[config.mk]
export PLATFORM = sky130hd
export DESIGN_NAME = rggen_bus_memory_responder_flat
export DESIGN_NICKNAME = d
export VERILOG_FILES = /design/src/rtl/rggen_rtl_pkg.sv /design/src/rtl/rggen_bus_if.sv /design/src/rtl/rggen_wait_counter.sv /design/src/rtl/rggen_bus_memory_responder.sv /design/src/flat_wrapper.sv
export SDC_FILE = /design/constraint.sdc
export NUM_CORES = 1
export LEC_CHECK = 0
export ABC_CLOCK_PERIOD_IN_PS = 3230
export CAP_MARGIN = 30
export CELL_PAD_IN_SITES_DETAIL_PLACEMENT = 1
export CELL_PAD_IN_SITES_GLOBAL_PLACEMENT = 1
export CORE_UTILIZATION = 48
export DETAILED_ROUTE_END_ITERATION = 12
export PLACE_DENSITY_LB_ADDON = 0.1
export SLEW_MARGIN = 10
export SYNTH_ARGS = -nofsm -noshare
export SYNTH_HDL_FRONTEND = slang
export SYNTH_SLANG_ARGS = --single-unit
export TNS_END_PERCENT = 5
[constraint.sdc]
create_clock -name clk -period 3.23 [get_ports clk]
set_input_delay 0.4845 -clock clk [delete_from_list [all_inputs] [get_ports clk]]
set_output_delay 0.4845 -clock clk [all_outputs]
set_load 0.1 [all_outputs]
[src/rtl/rggen_rtl_pkg.sv]
// Shared rggen bus types: transfer direction, response status and the
// memory responder FSM states used by the RTL and bench monitors.
package rggen_rtl_pkg;

    typedef enum logic {
        RGGEN_READ  = 1'b0,
        RGGEN_WRITE = 1'b1
    } rggen_direction;

    typedef enum logic [1:0] {
        RGGEN_OKAY         = 2'b00,
        RGGEN_EXOKAY       = 2'b01,
        RGGEN_SLAVE_ERROR  = 2'b10,
        RGGEN_DECODE_ERROR = 2'b11
    } rggen_status;

    typedef enum logic [1:0] {
        RGGEN_RESPONDER_IDLE    = 2'b00,
        RGGEN_RESPONDER_WAIT    = 2'b01,
        RGGEN_RESPONDER_RESPOND = 2'b10
    } rggen_responder_state;

endpackage

[src/rtl/rggen_bus_if.sv]
// rggen bus: one outstanding request, completed by a single-cycle done
// carrying read data and status.
interface rggen_bus_if #(
    parameter int ADDRESS_WIDTH = 8,
    parameter int BUS_WIDTH     = 32
);
    import rggen_rtl_pkg::*;

    logic                     request;
    logic [ADDRESS_WIDTH-1:0] address;
    rggen_direction           direction;
    logic [BUS_WIDTH-1:0]     write_data;
    logic [BUS_WIDTH/8-1:0]   write_strobe;
    logic                     done;
    logic [BUS_WIDTH-1:0]     read_data;
    rggen_status              status;

    modport master (
        output request, address, direction, write_data, write_strobe,
        input  done, read_data, status
    );

    modport slave (
        input  request, address, direction, write_data, write_strobe,
        output done, read_data, status
    );

    modport monitor (
        input request, address, direction, write_data, write_strobe,
        input done, read_data, status
    );
endinterface

[src/rtl/rggen_wait_counter.sv]
// Loadable down-counter that stops at zero; zero flags the last wait cycle.
module rggen_wait_counter #(
    parameter int WIDTH = 4
) (
    input  logic             clk,
    input  logic             rst_n,
    input  logic             load,
    input  logic [WIDTH-1:0] load_value,
    input  logic             decrement,
    output logic             zero
);
    logic [WIDTH-1:0] count;

    assign zero = (count == '0);

    always_ff @(posedge clk or negedge rst_n) begin
        if (!rst_n) begin
            count <= '0;
        end else if (load) begin
            count <= load_value;
        end else if (decrement && !zero) begin
            count <= count - 1'b1;
        end
    end
endmodule

[src/rtl/rggen_bus_memory_responder.sv]
// rggen bus responder backed by a word-addressed register-file memory.
// RGGEN_BUS_RESPONDER_WAIT_EN enables WAIT_CYCLES of extra response latency.
module rggen_bus_memory_responder
    import rggen_rtl_pkg::*;
#(
    parameter int ADDRESS_WIDTH = 8,
    parameter int DATA_WIDTH    = 32,
    parameter int WORDS         = 16,
    parameter int WAIT_CYCLES   = 0
) (
    input  logic        clk,
    input  logic        rst_n,
    rggen_bus_if.slave  bus_if,
    output logic        o_busy
);
    localparam int STRB_W = DATA_WIDTH / 8;
    localparam int LSB    = $clog2(STRB_W);
    localparam int IW     = (WORDS > 1) ? $clog2(WORDS) : 1;
`ifdef RGGEN_BUS_RESPONDER_WAIT_EN
    localparam bit WAIT_EN = 1'b1;
`else
    localparam bit WAIT_EN = 1'b0;
`endif
    localparam int EFF_WAIT = WAIT_EN ? WAIT_CYCLES : 0;

    localparam logic [ADDRESS_WIDTH-1:0] ALIGN_MASK =
        ADDRESS_WIDTH'((1 << LSB) - 1);
    localparam logic [ADDRESS_WIDTH:0] WORD_LIMIT =
        (ADDRESS_WIDTH + 1)'(WORDS);

    rggen_responder_state state;
    rggen_responder_state state_next;

    logic [ADDRESS_WIDTH-1:0] addr_q;
    rggen_direction           dir_q;
    logic [DATA_WIDTH-1:0]    wdata_q;
    logic [STRB_W-1:0]        strb_q;

    logic [ADDRESS_WIDTH-1:0] acc_addr;
    rggen_direction           acc_dir;
    logic [DATA_WIDTH-1:0]    acc_wdata;
    logic [STRB_W-1:0]        acc_strb;
    logic [ADDRESS_WIDTH-1:0] acc_index;
    logic                     acc_error;
    logic [IW-1:0]            mem_index;

    logic accept;
    logic execute;
    logic cnt_zero;

    logic [DATA_WIDTH-1:0] mem [WORDS];
    logic                  done_q;
    logic                  busy_q;
    logic [DATA_WIDTH-1:0] rdata_q;
    rggen_status           status_q;

    assign accept  = (state == RGGEN_RESPONDER_IDLE) && bus_if.request;
    assign execute = (state_next == RGGEN_RESPONDER_RESPOND);

    // With no wait, the access executes on its own capture edge.
    always_comb begin
        acc_addr  = addr_q;
        acc_dir   = dir_q;
        acc_wdata = wdata_q;
        acc_strb  = strb_q;
        if (state == RGGEN_RESPONDER_IDLE) begin
            acc_addr  = bus_if.address;
            acc_dir   = bus_if.direction;
            acc_wdata = bus_if.write_data;
            acc_strb  = bus_if.write_strobe;
        end
        acc_index = acc_addr >> LSB;
        acc_error = (|(acc_addr & ALIGN_MASK)) ||
                    ({1'b0, acc_index} >= WORD_LIMIT);
        mem_index = acc_index[IW-1:0];
    end

    always_comb begin
        state_next = state;
        unique case (state)
            RGGEN_RESPONDER_IDLE: begin
                if (bus_if.request) begin
                    state_next = (EFF_WAIT > 0) ? RGGEN_RESPONDER_WAIT
                                                : RGGEN_RESPONDER_RESPOND;
                end
            end
            RGGEN_RESPONDER_WAIT: begin
                if (cnt_zero) begin
                    state_next = RGGEN_RESPONDER_RESPOND;
                end
            end
            RGGEN_RESPONDER_RESPOND: begin
                state_next = RGGEN_RESPONDER_IDLE;
            end
            default: begin
                state_next = RGGEN_RESPONDER_IDLE;
            end
        endcase
    end

`ifdef RGGEN_BUS_RESPONDER_WAIT_EN
    localparam int CW = (EFF_WAIT > 1) ? $clog2(EFF_WAIT) : 1;
    localparam logic [CW-1:0] LOAD_VALUE =
        CW'((EFF_WAIT > 0) ? EFF_WAIT - 1 : 0);

    rggen_wait_counter #(
        .WIDTH (CW)
    ) u_wait_counter (
        .clk        (clk),
        .rst_n      (rst_n),
        .load       (accept),
        .load_value (LOAD_VALUE),
        .decrement  (state == RGGEN_RESPONDER_WAIT),
        .zero       (cnt_zero)
    );
`else
    assign cnt_zero = 1'b1;
`endif

    always_ff @(posedge clk or negedge rst_n) begin
        if (!rst_n) begin
            state   <= RGGEN_RESPONDER_IDLE;
            addr_q  <= '0;
            dir_q   <= RGGEN_READ;
            wdata_q <= '0;
            strb_q  <= '0;
            done_q  <= 1'b0;
            busy_q  <= 1'b0;
        end else begin
            state  <= state_next;
            done_q <= execute;
            busy_q <= (state_next != RGGEN_RESPONDER_IDLE);
            if (accept) begin
                addr_q  <= bus_if.address;
                dir_q   <= bus_if.direction;
                wdata_q <= bus_if.write_data;
                strb_q  <= bus_if.write_strobe;
            end
        end
    end

    always_ff @(posedge clk or negedge rst_n) begin
        if (!rst_n) begin
            for (int i = 0; i < WORDS; i++) begin
                mem[i] <= '0;
            end
            rdata_q  <= '0;
            status_q <= RGGEN_OKAY;
        end else if (execute) begin
            rdata_q  <= '0;
            status_q <= RGGEN_OKAY;
            if (acc_error) begin
                status_q <= RGGEN_SLAVE_ERROR;
            end else if (acc_dir == RGGEN_READ) begin
                rdata_q <= mem[mem_index];
            end else begin
                for (int b = 0; b < STRB_W; b++) begin
                    if (acc_strb[b]) begin
                        mem[mem_index][8*b+:8] <= acc_wdata[8*b+:8];
                    end
                end
            end
        end
    end

    assign bus_if.done      = done_q;
    assign bus_if.read_data = rdata_q;
    assign bus_if.status    = status_q;
    assign o_busy           = busy_q;
endmodule

[src/flat_wrapper.sv]
// flat-port wrapper written by rule: the top's interface ports become plain ports
module rggen_bus_memory_responder_flat import rggen_rtl_pkg::*;
#(
    parameter int ADDRESS_WIDTH = 8,
    parameter int DATA_WIDTH    = 32,
    parameter int WORDS         = 16,
    parameter int WAIT_CYCLES   = 0
)
  (clk, rst_n, o_busy, bus_if_request, bus_if_address, bus_if_direction, bus_if_write_data, bus_if_write_strobe, bus_if_done, bus_if_read_data, bus_if_status);
  rggen_bus_if #(.ADDRESS_WIDTH(ADDRESS_WIDTH)) bus_if_i ();
  input  logic clk;
  input  logic rst_n;
  output logic o_busy;
  input wire logic [$bits(bus_if_i.request)-1:0] bus_if_request;
  input wire logic [$bits(bus_if_i.address)-1:0] bus_if_address;
  input wire logic [$bits(bus_if_i.direction)-1:0] bus_if_direction;
  input wire logic [$bits(bus_if_i.write_data)-1:0] bus_if_write_data;
  input wire logic [$bits(bus_if_i.write_strobe)-1:0] bus_if_write_strobe;
  output wire logic [$bits(bus_if_i.done)-1:0] bus_if_done;
  output wire logic [$bits(bus_if_i.read_data)-1:0] bus_if_read_data;
  output wire logic [$bits(bus_if_i.status)-1:0] bus_if_status;
  assign bus_if_i.request = bus_if_request;
  assign bus_if_i.address = bus_if_address;
  assign bus_if_i.direction = bus_if_direction;
  assign bus_if_i.write_data = bus_if_write_data;
  assign bus_if_i.write_strobe = bus_if_write_strobe;
  assign bus_if_done = bus_if_i.done;
  assign bus_if_read_data = bus_if_i.read_data;
  assign bus_if_status = bus_if_i.status;
  rggen_bus_memory_responder #(.ADDRESS_WIDTH(ADDRESS_WIDTH), .DATA_WIDTH(DATA_WIDTH), .WORDS(WORDS), .WAIT_CYCLES(WAIT_CYCLES)) u_core (.clk(clk), .rst_n(rst_n), .bus_if(bus_if_i), .o_busy(o_busy));
endmodule
Yosys cells after proc, flatten, opt, wreduce, memory -nomap -nowiden --
Cells that the tools add are included.
Cells by class: $lt $le $gt $ge 3, equal/unequal tests 2, multiplexer cells 37, bitwise logic cells 2, reduce and logical (&&, ||, !) cells 7
Operators with widths (count):
- two-way mux 512 bit | 13
- bitwise mux 512 bit | 4
- demux 32 bit (select 4 bit) | 4
- two-way mux 32 bit | 6
- binary-select mux 32 bit (select 4 bit) | 1
- two-way mux 24 bit | 1
- two-way mux 16 bit | 1
- two-way mux 8 bit | 2
- greater-or-equal comparator 6 x 5 -> 1 bit, second input constant | 1
- greater-or-equal comparator 5 bit, second input constant | 1
- < comparator 5 x 1 -> 1 bit, second input constant | 1
- inverter 4 -> 5 bit | 1
- two-way mux 2 bit | 2
- two-way mux 4 bit | 1
- one-hot mux 2 bit (2 select lines) | 1
- AND reduction 3 bit | 1
- equality test 2 x 1 -> 1 bit, second input constant | 1
- equality test 2 bit, second input constant | 1
- logical AND 1 bit | 2
- zero test 2 bit | 1
- nonzero test 2 bit | 1
- OR reduction 2 bit | 1
- logical OR 1 bit | 1
- two-way mux 1 bit | 1
- inverter 1 bit | 1
Storage, ports and cells: bits in registers 595, logic and storage cells 76

Logic depth before layout (Yosys ltp) --
depth after elaboration 24, gate-level depth with buffers 11

Worst setup path after synthesis --
Ideal clock, no wire load.
kind register -> register, start register u_core.state[0], end register u_core.mem[10] (netlist bit), setup time 139 ps, arrival time 2247 ps, data required time 3091 ps, slack 844 ps, stages on the path, launching flop included 7, buffers on the path 2, cell sequence dfrtp_1 nor2_4 mux2i_2 buf_4 nand3b_1 buf_2 o21ai_0
Between the ends: cells in the longest elaborated chain, start to end 21, elaborated cells on any way between the ends 40
Ends and longest elaborated chain:
- start, declared | line rggen_bus_memory_responder.sv:31 | rggen_responder_state state;
- start signal, assigned | line rggen_bus_memory_responder.sv:130 | state <= state_next;
- branches (longest 21 deep; another with greater-or-equal comparator 5 bit)
- end signal, assigned by index | line rggen_bus_memory_responder.sv:159 | mem[mem_index][8*b+:8] <= acc_wdata[8*b+:8];
- end, declared | line rggen_bus_memory_responder.sv:51 | logic [DATA_WIDTH-1:0] mem [WORDS];
Several ways; the timed one is not identified. The select of a mux whose other input is x is not followed. A chain may end at the register's enable or synchronous reset.

Worst setup path after layout --
start register u_core.state[0], end register u_core.mem[269] (netlist bit)
The elaborated chain is that of the path after synthesis.

==> flow_summary.yaml <==
sta:
  holdWs_ps: 455
  fin_tns_setup_ps: 0
  slew_headroom: 0.355
  worst_slew_pin_slew_ps: 965
  max_freq_ghz: 0.332
  setup_viol: 0
  fin_crit_ps: 3010
  report.final.slew_viol_count: 0
  period_share: 0.932
  hold_violations: 0
  skew_ps: 17.8
  rsz0062_at_grt: "no"
finish:
  layout-drive-gt1-share: 0.143
  syn2layout_area_growth_pct: 17.5
  final_util: 0.571
  fin_cells: 3343
  antenna_cells: 0
  fillers: 5674
  nets: 2667
floorplan:
  row_count: 83
  die_area_um2: 52900
  die_h_um: 230
  ioPinCount: 84
  die_w_um: 230
  core_um2: 51300
  initial_core_util: 0.486
detailed_routing:
  vias: 20229
  first_pass_iters: 5
  wl_per_cell_um: 22.9
  drtIter0Drc: 1420
  drc: 0
  viasPerCell: 6.05
  ant_nets: 0
  routed_wl_um: 76600
clocking:
  cts_buffer_depth: 3
  clkTransAtPathRegs_ps: 60
  cts_tree: "yes"
  htreeDepth: 3
  cts_made_buffers: 67
  insertion_delay_ps: 600
  cts_hold_buf: 1
  cts_setup_buffers: 0
  root_buffer: "clkbuf_16"
  clock-sinks: 594
  cts_resized: 0
worst_setup_path:
  worst_ep_required_time_ps: 3740
  cp_max_fo: 18
  cp.arrival_ps: 3520
  cp-start-kind: "flip-flop"
  reg2reg_from: "u_core.state[0]$_DFF_PN0_"
  ff2ff_path_depth: 8
  slowest_stage: "nor2_4"
  reg2reg_setup_slack_ps: 220
  critPathMaxStageDelay_ps: 640
  worstPathCellList: "nor2_4 -> mux2i_1 -> or3_1 -> buf_4 -> nor4b_4 -> buf_4 -> nor2_1 -> a21oi_1"
  cp-end-kind: "flip-flop"
  cp_common_cell: "buf_4"
  worstSetupPathType: "reg -> reg"
  reg2reg_to: "u_core.mem[269]$_DFFE_PN0P_"
synthesis:
  async_reset_ff_frac: 1.00
  synth_edf_count: 0
  synth_cell_types: 35
  syn_inst: 2508
  yosysWarnings: 0
  synth_area_um2: 24900
  avgSynthCellArea_um2: 9.94
  synth_ff_type: "dfrtp_1"
  synth-seq-cells: 594
  yosysSeqAreaShare: 0.596
global_route:
  antenna_found_initial: 0
  grt_pass1_wl_um: 123000
  met2_usage: 0.498
  grtUsageMet1: 0.397
  grt_max_degree: 86
  use_met3: 0.0394
  track_usage: 0.297
  grt_pass1_vias: 21917
  grt_overflow: 0
  grt.busiest_layer: "met2"
pwr:
  ir_worst_vdd_mv: 0.379
  p_leak_nw: 13.1
  p_total_mw: 19.9
  power_density_nw_per_um2: 679
place:
  place_congestion: 0.792
  place_inst: 3229
  dp_hpwl_um: 47900
  io_buffers: 82
job:
  drv_cap: 0
hold_path:
  min_path_type: "in -> async"
run_status:
  outcome: "complete, no violations"
[per-stage QoR]
step                      setup slack (ps)  area (um2)
after global routing                  63.6       29300
final                                  219       29300
after detailed placement               152       27200
after global placement                 243       27100
after CTS                              193       29300
after floorplan                        844       24900
[layout make-up]
type                            count  area [um2]  share of cell area
Clock buffer                      105        2070              0.0705
Clock inverter                      8        68.8             0.00235
Inverter                            5        18.8            0.000640
Multi-Input combinational cell   1703        9180               0.313
Sequential cell                   594       14900               0.507
Tap cell                          680         851              0.0290
Timing Repair Buffer              248        2260              0.0771
[cells by family (layout without fill, tap and decap cells)]
group | Yosys count | count (layout) | synth area share
other | 1 | 2 | 0.000150
AOI/OAI and AO/OA | 939 | 939 | 0.205
buffers and inverters | 212 | 366 | 0.0393
muxes | 80 | 80 | 0.0345
DFF | 594 | 594 | 0.596
and+or+nand+nor | 682 | 682 | 0.125
[critical path: cells and delay by family (launching register included)]
family	cells	cell delay, ps
AO/OA/AOI/OAI	1	160
buffers and inverters	2	530
flip-flops	1	460
multiplexers	1	310
AND/OR/NAND/NOR	4	1420
[state kept, by name (all words and copies together) (netlist names)]
name and cells:
u_core.state 2, u_core.wdata_q 32, u_core.o_busy 1, u_core.strb_q 4, u_core.bus_if.read_data 32, u_core.bus_if.done 1, u_core.addr_q 8, u_core.mem 512
u_core.dir_q 1, u_core.bus_if.status 1
[cells in the final DEF (no fill, tap or decap), types with 32 or more instances in the layout]
cell type	netlist	layout
a21oi_1	128	128
buf_4	8	173
clkbuf_16	0	73
clkdlybuf4s50_1	0	52
dfrtp_1	594	594
mux2_2	45	44
mux2i_1	34	32
nand2_1	421	419
nand4_1	77	77
nor2_1	147	147
o21ai_0	531	530
o22ai_1	256	256
[report_power, final]
part / switching (mW) / total (mW) / internal [mW]
logic: 2.83 / 4.20 / 1.36
clock network: 3.01 / 7.46 / 4.45
registers: 0.306 / 8.24 / 7.94
total: 6.15 / 19.9 / 13.8
[worst max-delay path by stage]
stage	depth (start not counted)	start	slack [ps]	endpoint
after floorplan	6	u_core.state[0]$_DFF_PN0_	840	u_core.mem[10]$_DFFE_PN0P_
after global placement	9	bus_if_address[3]	240	u_core.bus_if.read_data[10]$_DFFE_PN0N_
after detailed placement	9	bus_if_address[3]	150	u_core.bus_if.read_data[22]$_DFFE_PN0N_
after CTS	8	u_core.state[0]$_DFF_PN0_	190	u_core.mem[269]$_DFFE_PN0P_
after global routing	8	u_core.state[0]$_DFF_PN0_	60	u_core.mem[463]$_DFFE_PN0P_
final	8	u_core.state[0]$_DFF_PN0_	220	u_core.mem[269]$_DFFE_PN0P_
[per-layer routing]
layer  vias up  share of wire
met4         0          0.028
li1       9175              -
met1     10463           0.44
met3       135          0.040
met5         -              0
met2       456           0.49
[synth_stat cells, drive strengths merged (2+ instances only)]
cell type	instances	area share
a21oi	144	0.031
a31o	3	0.0011
a31oi	3	0.0015
and3	3	0.00075
buf	74	0.019
clkbuf	133	0.020
dfrtp	594	0.60
inv	5	0.00075
mux2	45	0.020
mux2i	35	0.014
nand2	421	0.063
nand3	2	0.00040
nand3b	5	0.0015
nand4	77	0.019
nor2	148	0.023
nor4	6	0.0033
nor4b	14	0.012
o21ai	532	0.11
o22ai	256	0.064
or2	2	0.00050
or3	2	0.00050
No activity file was read; power rests on OpenSTA's default activity.
